**config.mk**
```make
export PLATFORM = sky130hd
export DESIGN_NAME = seven_segment_scan
export DESIGN_NICKNAME = d
export VERILOG_FILES = /design/src/rtl/seven_segment_scan.sv
export SDC_FILE = /design/constraint.sdc
export NUM_CORES = 1
export LEC_CHECK = 0
export BUFFER_PORTS_ARGS = -buffer_cell sky130_fd_sc_hd__buf_2
export CORE_UTILIZATION = 62
export DETAILED_ROUTE_END_ITERATION = 7
export GPL_TIMING_DRIVEN = 0
export PLACE_DENSITY = 0.9
export SYNTH_ARGS = -nofsm -noshare
export SYNTH_HDL_FRONTEND = slang
export SYNTH_SLANG_ARGS = --single-unit
export TNS_END_PERCENT = 5
```
**constraint.sdc**
```tcl
create_clock -name clk -period 4.8 [get_ports clk]
set_input_delay 0.96 -clock clk [delete_from_list [all_inputs] [get_ports clk]]
set_output_delay 0.96 -clock clk [all_outputs]
set_load 0.1 [all_outputs]
```
**src/rtl/seven_segment_scan.sv**
```systemverilog
// Multiplexed hex seven-segment scanner: double-buffered digits, tear-free update at frame boundary.
// Latency: outputs registered one cycle after index/shadow state; optional LEADING_ZERO_BLANK_EN macro blanks leading zeros.
module seven_segment_scan #(
    parameter int NUM_DIGITS = 4,
    parameter int SCAN_DIV   = 50000
) (
    input  logic                    clk,
    input  logic                    rst_n,
    input  logic [4*NUM_DIGITS-1:0] value,
    input  logic [NUM_DIGITS-1:0]   dp,
    input  logic                    load,
    input  logic                    enable,
    output logic [7:0]              segment,
    output logic [NUM_DIGITS-1:0]   digit_sel,
    output logic                    frame_done
);

    localparam int PW = (SCAN_DIV > 1) ? $clog2(SCAN_DIV) : 1;
    localparam int IW = (NUM_DIGITS > 1) ? $clog2(NUM_DIGITS) : 1;
    localparam logic [PW-1:0] PRESC_MAX = PW'(SCAN_DIV - 1);
    localparam logic [IW-1:0] IDX_MAX   = IW'(NUM_DIGITS - 1);

    logic [PW-1:0]           presc_q, presc_d;
    logic [IW-1:0]           idx_q, idx_d;
    logic [4*NUM_DIGITS-1:0] pend_val_q, pend_val_d;
    logic [NUM_DIGITS-1:0]   pend_dp_q, pend_dp_d;
    logic [4*NUM_DIGITS-1:0] shadow_val_q, shadow_val_d;
    logic [NUM_DIGITS-1:0]   shadow_dp_q, shadow_dp_d;
    logic [7:0]              segment_q, segment_d;
    logic [NUM_DIGITS-1:0]   digit_sel_q, digit_sel_d;
    logic                    frame_done_q, frame_done_d;

    logic                    tc;
    logic                    frame_bnd;
    logic [3:0]              cur_nib;
    logic                    cur_dp;
    logic                    cur_blank;
    logic [NUM_DIGITS-1:0]   blank;

    function automatic logic [6:0] glyph(input logic [3:0] nib);
        logic [6:0] g;
        case (nib)
            4'h0: g = 7'h40;
            4'h1: g = 7'h79;
            4'h2: g = 7'h24;
            4'h3: g = 7'h30;
            4'h4: g = 7'h19;
            4'h5: g = 7'h12;
            4'h6: g = 7'h02;
            4'h7: g = 7'h78;
            4'h8: g = 7'h00;
            4'h9: g = 7'h18;
            4'hA: g = 7'h08;
            4'hB: g = 7'h03;
            4'hC: g = 7'h46;
            4'hD: g = 7'h21;
            4'hE: g = 7'h06;
            default: g = 7'h0E;
        endcase
        return g;
    endfunction

    // A digit is blank when it and every more significant nibble are zero; digit 0 always shows.
    always_comb begin
        blank = '0;
`ifdef LEADING_ZERO_BLANK_EN
        begin
            logic upper_zero;
            upper_zero = 1'b1;
            for (int i = NUM_DIGITS - 1; i > 0; i--) begin
                upper_zero = upper_zero & (shadow_val_q[4*i +: 4] == 4'h0);
                blank[i]   = upper_zero;
            end
        end
`endif
    end

    always_comb begin
        tc        = (presc_q == PRESC_MAX);
        frame_bnd = tc && (idx_q == IDX_MAX);

        presc_d = tc ? '0 : presc_q + 1'b1;
        idx_d   = idx_q;
        if (tc) begin
            idx_d = (idx_q == IDX_MAX) ? '0 : idx_q + 1'b1;
        end

        pend_val_d = load ? value : pend_val_q;
        pend_dp_d  = load ? dp : pend_dp_q;

        // A load landing on the boundary bypasses pending so it is not delayed a whole frame.
        shadow_val_d = shadow_val_q;
        shadow_dp_d  = shadow_dp_q;
        if (frame_bnd) begin
            shadow_val_d = pend_val_d;
            shadow_dp_d  = pend_dp_d;
        end

        cur_nib   = 4'h0;
        cur_dp    = 1'b0;
        cur_blank = 1'b0;
        for (int i = 0; i < NUM_DIGITS; i++) begin
            if (idx_q == IW'(i)) begin
                cur_nib   = shadow_val_q[4*i +: 4];
                cur_dp    = shadow_dp_q[i];
                cur_blank = blank[i];
            end
        end

        segment_d   = 8'hFF;
        digit_sel_d = '1;
        if (enable) begin
            segment_d   = {~cur_dp, cur_blank ? 7'h7F : glyph(cur_nib)};
            digit_sel_d = ~(NUM_DIGITS'(1) << idx_q);
        end
        frame_done_d = frame_bnd;
    end

    always_ff @(posedge clk or negedge rst_n) begin
        if (!rst_n) begin
            presc_q      <= '0;
            idx_q        <= '0;
            pend_val_q   <= '0;
            pend_dp_q    <= '0;
            shadow_val_q <= '0;
            shadow_dp_q  <= '0;
            segment_q    <= 8'hFF;
            digit_sel_q  <= '1;
            frame_done_q <= 1'b0;
        end else begin
            presc_q      <= presc_d;
            idx_q        <= idx_d;
            pend_val_q   <= pend_val_d;
            pend_dp_q    <= pend_dp_d;
            shadow_val_q <= shadow_val_d;
            shadow_dp_q  <= shadow_dp_d;
            segment_q    <= segment_d;
            digit_sel_q  <= digit_sel_d;
            frame_done_q <= frame_done_d;
        end
    end

    assign segment    = segment_q;
    assign digit_sel  = digit_sel_q;
    assign frame_done = frame_done_q;

endmodule

```
==> results.yml <==
drt:
  first_iter_violations: 161
  dr.pass1.iters: 4
  routed_via_density: 5.58
  totalWireLength_um: 5720
  drc: 0
  ant_nets: 0
  via_count: 2031
  drt-wirelength-per-cell_um: 15.7
sta:
  hold_viol: 0
  final-max-slew-violation-count: 0
  fin_tns_setup_ns: 0
  whs_ns: 0.499
  relSlewSlack_pct: 43.9
  skew_ns: 0.00983
  period_share_pct: 49.1
  fin_crit_ns: 2.35
  worstMarginPinSlew_ns: 0.841
  max_freq_mhz: 425
  setup_viol: 0
  rsz0062_at_grt: "false"
logic_synthesis:
  synth_area_leaders: "dfrtp_1, dfstp_2, mux2_4"
  synth.most_common_cell: "dfrtp_1"
  synth_top_cell_area_share_pct: 46.5
  synth-seq-cells: 71
  muxShareOfSynthArea_pct: 16.7
  syn_inst: 246
  yosys.area_share.xor_xnor_pct: 3.58
  synth_compound_area_share_pct: 7.09
  synthAdderAreaFrac_pct: 3.15
  ys_warn_count: 0
  syn_nets: 278
  ys.flop_type: "dfrtp_1"
  synth_edf_count: 0
  netlist-cell-type-count: 40
  synth-seq-area-share_pct: 56.4
  synth_common_cells: "dfrtp_1, mux2_2, mux2_4"
  synthArstFlopShare_pct: 100
  synth_simple_gate_area_share_pct: 9.45
  syn_area_per_cell_um2: 12.9
  netlist_area_mm2: 0.00318
  synth_top_family_by_area: "multiplexers"
  synth_top_cell_by_area: "dfrtp_1"
power_and_ir_drop:
  intPower_mw: 0.912
  power_density_mw_per_mm2: 336
  leakagePower_nw: 1.72
  p_sw_share_pct: 25.0
  power_switching_mw: 0.303
  finalPower_mw: 1.22
  power_frac_clock_pct: 35.6
  pwr-share-seq_pct: 53.1
  peakVddDrop_v: 0.000242
  share_comb_of_total_power_pct: 11.3
placement:
  hpwlAfterDp_um: 3840
  io_buffer_count: 35
  gp_congestion: 0.823
min_path:
  whs_path_depth: 1
  hold_path_end: "pend_val_q[0]"
  hp-class: "reg -> reg"
  holdCritStartpoint: "pend_val_q[0]"
run:
  max-cap-violations: 0
setup_path:
  r2r_slack_ns: 2.45
  path_class: "reg -> reg"
  critPathLaunch: "idx_q[1]"
  cp_slowest_cell: "dfrtp_1"
  slowest_delay_ns: 0.41
  rr_endpoint: "segment[1]"
  critPathLaunchType: "flop"
  worstPathMaxFanout: 8
  worstReg2RegStart: "idx_q[1]"
  arrival_ns: 2.62
  r2r_cells: 10
  critical_path_required_ns: 5.06
  cp_cell_sequence: "inv_1, ha_1, nor2b_1, a22o_1, o221ai_2, inv_2, ha_1, a21oi_1, a21oi_1, o21ai_0"
  cp-end-kind: "flop"
cts:
  post_cts_buffers: 0
  cts-htree-levels: 3
  cts_made_buffers: 9
  cts_tree: "built"
  cts-root-buf: "clkbuf_8"
  cts.sinks: 71
  clock_latency_ns: 0.35
  post_cts_resized: 0
  postCtsHoldBufs: 0
  clk_pin_slew_ns: 0.07
  clk_path_buf_depth: 2
grt:
  antenna_found_initial: 0
  grt_max_degree: 72
  first_global_vias: 2090
  grtUsageTotal_pct: 25.4
  gr-total-overflow: 0
  grt_pass1_wl_um: 9760
layout:
  syn_to_final_growth_pct: 13.9
  drive_gt1_share_pct: 37.7
  nets: 324
  diodes: 0
  fillers: 327
outcome:
  status: "finished clean"
floorplan:
  die-width_um: 73.6
  die_h_um: 73.6
  start_util_pct: 65.9
  pin_count: 37
  core_mm2: 0.00482
  row_count: 25
  dieArea_mm2: 0.00541
how the worst max path moves through the flow:
stage                           endpoint  slack [ns]
final                         segment[1]        2.45
after global routing          segment[5]        2.30
after CTS                     segment[1]        2.46
after detailed placement      segment[1]        2.49
after global placement    pend_val_q[13]        2.49
after floorplan               segment[1]        2.85
power by group through the flow:
stage	clock (mW)	sequential [mW]	combinational [mW]
2_1_floorplan	0	0.696	0.0588
3_3_place_gp	0	0.654	0.134
3_5_place_dp	0	0.656	0.138
4_1_cts	0.439	0.645	0.139
5_1_grt	0.464	0.648	0.149
6_report	0.433	0.645	0.138
registers in the layout, indices dropped and copies added (netlist names):
signal	count
frame_done	1
pend_val_q	16
idx_q	2
digit_sel	4
pend_dp_q	4
shadow_dp_q	4
segment	8
presc_q	16
shadow_val_q	16
routing by layer:
| metal | track usage (%) | up-vias | routed length, um |
|---|---|---|---|
| li1 | - | 958 | - |
| met1 | 31.9 | 1008 | 2480 |
| met2 | 40.7 | 54 | 2840 |
| met3 | 6.45 | 11 | 266 |
| met4 | 13.2 | 0 | 128 |
| met5 | 0 | - | 0 |
logic make-up after synthesis:
logic type,after synthesis
fa+ha+maj,8
simple gates,63
flops,71
buf+inv,20
mux,41
xor+xnor,13
compound gates,30
critical path, delay by kind of cell (launching register included):
kind / cells / cell delay, ns
AO/OA/AOI/OAI: 5 / 0.86
AND/OR/NAND/NOR: 1 / 0.15
adder cells (fa/ha/maj): 2 / 0.62
flip-flops: 1 / 0.41
buffers and inverters: 2 / 0.22
layout make-up:
cell class	count	area, um2	area share (%)
clock buffers	15	176	4.87
multi-input cells	155	1270	35.1
well taps	67	83.8	2.32
inverters	12	45.0	1.24
flip-flops and latches	71	1790	49.5
repair buffers	35	178	4.91
clock inverters	1	5.00	0.138
plain buffers	8	68.8	1.90
cell usage in the layout, fill, tap and decap left out, types with 2 or more instances in the layout:
master,count
a21oi_1,5
a221o_1,2
buf_2,35
buf_4,3
buf_6,4
clkbuf_1,4
clkbuf_8,12
dfrtp_1,59
dfstp_2,12
ha_1,8
inv_1,11
mux2_2,21
mux2_4,19
nand2_1,18
nand3_1,8
nand4_1,6
nor2_1,14
nor2b_1,2
nor3_1,4
nor4_1,3
o211ai_1,3
o21ai_0,9
o221ai_2,3
or3_1,3
xnor2_1,6
xor2_1,7
metrics by stage:
stage	area (um2)	util [%]	instances	worst slack, ns
floorplan	3180	-	246	2.85
finish	3620	75.1	364	2.45
CTS	3620	75.1	364	2.46
detailed placement	3440	71.4	348	2.49
global route	3620	75.1	364	2.30
global placement	3440	71.3	348	2.49
Power figures use the tool's default switching activity.
